[src/rtl/switch_debouncer.sv]
// Debounces asynchronous board switches: two-flop sync, per-bit
// stability counter, one-cycle change mask and sticky event flag.
module switch_debouncer #(
  parameter int SWITCH_COUNT  = 18,
  parameter int STABLE_CYCLES = 50000
) (
  input  logic                    clock,
  input  logic                    reset,
  input  logic [0:SWITCH_COUNT-1] raw_switches,
  output logic [0:SWITCH_COUNT-1] switches,
  output logic [0:SWITCH_COUNT-1] change_mask,
  output logic                    changed,
  output logic                    event_pending,
  input  logic                    event_ack
);

  localparam int CW =
    (STABLE_CYCLES > 1) ? $clog2(STABLE_CYCLES) : 1;
  localparam logic [CW-1:0] LAST = CW'(STABLE_CYCLES - 1);

  logic [0:SWITCH_COUNT-1] meta;
  logic [0:SWITCH_COUNT-1] sync;
  logic [0:SWITCH_COUNT-1] flip;

  logic [SWITCH_COUNT-1:0][CW-1:0] count;
  logic [SWITCH_COUNT-1:0][CW-1:0] count_next;

  // Counter saturates at LAST only in the sense that reaching it flips.
  always_comb begin
    flip       = '0;
    count_next = '0;
    for (int i = 0; i < SWITCH_COUNT; i++) begin
      if (sync[i] != switches[i]) begin
        if (count[i] == LAST) begin
          flip[i] = 1'b1;
        end else begin
          count_next[i] = count[i] + CW'(1);
        end
      end
    end
  end

  always_ff @(posedge clock or negedge reset) begin
    if (!reset) begin
      meta          <= '0;
      sync          <= '0;
      count         <= '0;
      switches      <= '0;
      change_mask   <= '0;
      changed       <= 1'b0;
      event_pending <= 1'b0;
    end else begin
      meta        <= raw_switches;
      sync        <= meta;
      count       <= count_next;
      switches    <= switches ^ flip;
      change_mask <= flip;
      changed     <= |flip;
      // A new change wins over a same-edge acknowledge.
      if (|flip) begin
        event_pending <= 1'b1;
      end else if (event_ack) begin
        event_pending <= 1'b0;
      end
    end
  end

endmodule

[config.mk]
export PLATFORM = sky130hd
export DESIGN_NAME = switch_debouncer
export DESIGN_NICKNAME = d
export VERILOG_FILES = /design/src/rtl/switch_debouncer.sv
export SDC_FILE = /design/constraint.sdc
export NUM_CORES = 1
export LEC_CHECK = 0
export BUFFER_PORTS_ARGS = -buffer_cell sky130_fd_sc_hd__buf_2
export CORE_MARGIN = 2
export CORE_UTILIZATION = 50
export DETAILED_ROUTE_END_ITERATION = 6
export GPL_TIMING_DRIVEN = 1
export PLACE_DENSITY = 0.67
export SYNTH_ARGS = -nofsm -noshare
export SYNTH_HDL_FRONTEND = slang
export SYNTH_SLANG_ARGS = --single-unit
[constraint.sdc]
create_clock -name clock -period 1.9 [get_ports clock]
set_input_delay 0.57 -clock clock [delete_from_list [all_inputs] [get_ports clock]]
set_output_delay 0.57 -clock clock [all_outputs]
set_load 0.02 [all_outputs]
==> results.txt <==
The flow ran to the end, and the final reports show no timing, DRC or antenna violations. The total DRC errors in the routed layout is 0. The routed length per placed instance is 13.9 um. The sum of routed wire length over all layers came out at 29000 um. In this run the power density over the cells is 905 nW/um^2. A synthesized cell averages 10.6 um^2. The die area is 33800 um^2. The largest fanout of any net on the critical path came out at 4.

The I/O pin count is 59. The portion of synthesized cell area occupied by the leading cell type came out at 0.560. The number of failing hold endpoints at the final stage was 0. The buffer depth of the longest clock path is 3.

In this run the remaining antenna-violating nets after routing total 0. The gate count after technology mapping is 1521. The clock insertion delay at the later pin of the skew report came out at 0.54 ns. The number of flops mapped to enable cells by yosys is 0.

The number of global-route vias before repair is 10800. The count of buffers inserted at the top-level ports came out at 58. The die is 184 um tall. The net count after synthesis is 1560. Compared with the post-synthesis result, the final layout area differs by 16.4%. The global-route usage over all layers came out at 0.182. At the worst endpoint, the arrival time is 2.17 ns. The final cell count without fillers is 2084. In this run the critical register-to-register path is launched from count[240]$_DFF_PN0_.

The most frequent cell on the critical path is nand4_1. The placer's final routability congestion estimate is 0.825. The number of sinks handled by clock tree synthesis is 362. The effective utilization at floorplan came out at 0.510. In the finished design, the share of the clock period the worst path needs comes to 0.925. The classification of the worst-slack hold path is in -> reg. The average vias per placed instance came out at 5.17. The number of synthesis warnings is 0. The analysis attributes to cell leakage a power of 8.41 nW. The repair_antennas step left the layout with diodes totalling 0.

Yosys attributes the largest share of cell area to dfrtp_1 56%, xnor2_1 8.0%, nor2_1 7.7%. Traced cell by cell, the critical path runs through ha_1 > and3_1 > nand4_1 > nor2_1 > nor4_2 > buf_4 > nand4_1. The upper clock frequency limit came out at 0.569 GHz.

The number of distinct library cell variants in the gate-level netlist after synthesis is 32. The total half-perimeter wirelength after legalization and detailed placement is 19800 um. The register-to-register path setup slack came out at 0.14 ns.

The path depth of the worst reg2reg path is 7. The worst setup path is launched from a flop. For this run, the leading register cell type out of synthesis is dfrtp_1. The first global-routing pass estimated 51200 um of wire. The number of H-tree branching levels is 2. The cell taking the most area after synthesis is dfrtp_1. In this run the tightest slew margin relative to its limit is 0.695.

The max-capacitance violation count is 0. The clock edge transition at the registers on the reported setup and hold paths is 0.06 ns. The pin slew with the least headroom to its limit is 0.454 ns. On the worst path, the slowest cell contributes a delay of 0.41 ns. For this run the aggregate overflow at the end of global routing stands at 0.

The number of cells traversed by the worst hold path is 1. The type of element capturing the critical path is a flop. The number of buffers created by CTS is 39. The required time of the critical path came out at 2.32 ns. For this design, the slowest cell found on the critical path is dfrtp_1.

The die boundary width came out at 184 um. On the final layout, the worst clock skew is 0.0215 ns. For hold timing, the worst endpoint is meta[10]$_DFF_PN0_.

Hold is met by 0.136 ns. The initial antenna violation count was 0. The fraction of layout cells with a size suffix above 1 is 0.139. At the end of the flow, the number of nets in the layout was 1691.

The final-report max-slew violation count came out at 0. The cell area that synthesis handed to floorplanning was 16200 um^2. The synthesized design contains 362 register bits.

The largest vdd supply drop came out at 0.000694 V. TritonCTS built the clock tree. Setup violations remaining at the end of the flow were counted as 0.

The fraction of synthesis flops using an asynchronous set or reset pin is 1.00. The type of the setup path with the least slack is reg -> reg. The maximum number of pins on one net before global-route repair is 56.

By count the netlist is led by 362 x dfrtp_1, 330 x nor2_1, 159 x nand3_1. Subtracting the final worst setup slack from the clock period gives 1.76 ns. The capture instance of the worst register-to-register path is event_pending$_DFFE_PN0P_. The number of search-and-repair iterations in the first detailed-routing pass is 4. Among all cell types in the netlist, the one instantiated most often is dfrtp_1. The number of DRC markers after the initial detailed-route iteration came out at 498. Including well taps, the total number of placed cells is 2011. The sequential cell area fraction in the yosys report is 0.560. In this run the core area contains 65 standard-cell rows. The vias after detailed routing came out at 10800.

In this run the most critical hold path is launched from raw_switches[10]. CTS placed an instance of clkbuf_16 at the clock tree root. The core box area is 31700 um^2.
-- report_power, final --
| part | leakage (nW) | switching (mW) | internal [mW] |
|---|---|---|---|
| Combinational | 2.75 | 0.350 | 0.193 |
| Clock | 0.732 | 3.05 | 5.50 |
| Sequential | 4.93 | 0.104 | 7.84 |
-- per-stage QoR --
step                      area (um^2)  total power [mW]  utilization  TNS (ns)  setup WS, ns
after floorplan                 16200              8.32            -         0         0.299
after global placement          17300              8.62        0.546         0        0.0710
after detailed placement        17300              8.64        0.546         0        0.0502
after CTS                       18800              17.3        0.593         0        0.0623
after global routing            18800              17.7        0.593   -0.0326      -0.00831
final                           18800              17.0        0.593         0         0.142
-- final cells by class --
cell class	instances	area, um^2
repair buffers	114	786
inverters	31	116
clock buffers	51	1110
fillers	2627	12900
clock inverters	20	369
multi-input cells	1104	6870
well taps	402	503
flip-flops and latches	362	9060
-- critical path, delay by kind of cell, from the launching register on --
kind                       cells  cell delay (ns)
and+or+nand+nor                5             0.82
adders and majority gates      1             0.24
buffers and inverters          1             0.17
DFF                            1             0.41
-- sequential cells by signal, indices dropped and copies added, names as in the netlist, named ones only --
register,cells
sync,18
event_pending,1
changed,1
change_mask,18
meta,18
count,288
-- cell usage in the layout (no fill, tap or decap), drive strengths merged, types with 2 or more instances in the layout --
cell / instances
dfrtp: 362
nor2: 330
nand3: 159
xnor2: 147
xor2: 121
buf: 113
nand2: 74
and3: 72
clkbuf: 51
inv: 32
nor4bb: 31
nor3: 29
nand4: 28
nor4: 20
nor4b: 18
mux2: 18
ha: 18
bufinv: 10
clkinv: 9
or3: 7
nand2b: 6
o22ai: 6
and4bb: 5
or2: 5
nor2b: 4
o21ai: 2
a21oi: 2
-- per-layer routing --
layer / wire, um / up-vias / part of all wire / GRT usage
li1: - / 5375 / - / -
met5: 0 / - / 0 / 0
met1: 14300 / 5232 / 0.49 / 0.259
met3: 897 / 44 / 0.031 / 0.0311
met4: 506 / 0 / 0.017 / 0.0525
met2: 13400 / 117 / 0.46 / 0.287
-- worst max path at each step --
| stage | from | end | slack (ns) | cells after the start |
|---|---|---|---|---|
| after floorplan | count[208]$_DFF_PN0_ | event_pending$_DFFE_PN0P_ | 0.30 | 6 |
| after global placement | count[80]$_DFF_PN0_ | event_pending$_DFFE_PN0P_ | 0.07 | 6 |
| after detailed placement | count[80]$_DFF_PN0_ | event_pending$_DFFE_PN0P_ | 0.05 | 6 |
| after CTS | count[80]$_DFF_PN0_ | event_pending$_DFFE_PN0P_ | 0.06 | 6 |
| after global routing | count[219]$_DFF_PN0_ | count[219]$_DFF_PN0_ | -0.008 | 6 |
| final | count[240]$_DFF_PN0_ | event_pending$_DFFE_PN0P_ | 0.14 | 7 |
-- repair_timing --
item / in CTS / in global routing
hold buffers: 1 / 0
setup endpoints to repair: 0 / 2
buffers inserted: 0 / 1
resized for setup: 0 / 2
hold endpoints to repair: 25 / 0
-- cell families (layout without fill, tap and decap cells) --
group,after synthesis,after routing,synth area share
AO/OA/AOI/OAI,10,10,0.00379
XOR/XNOR,268,268,0.145
adder cells (fa/ha/maj),18,18,0.0139
buffers and inverters,55,216,0.0154
flip-flops,362,362,0.560
multiplexers,18,18,0.0125
AND/OR/NAND/NOR,790,790,0.249
Power figures use the tool's default switching activity.
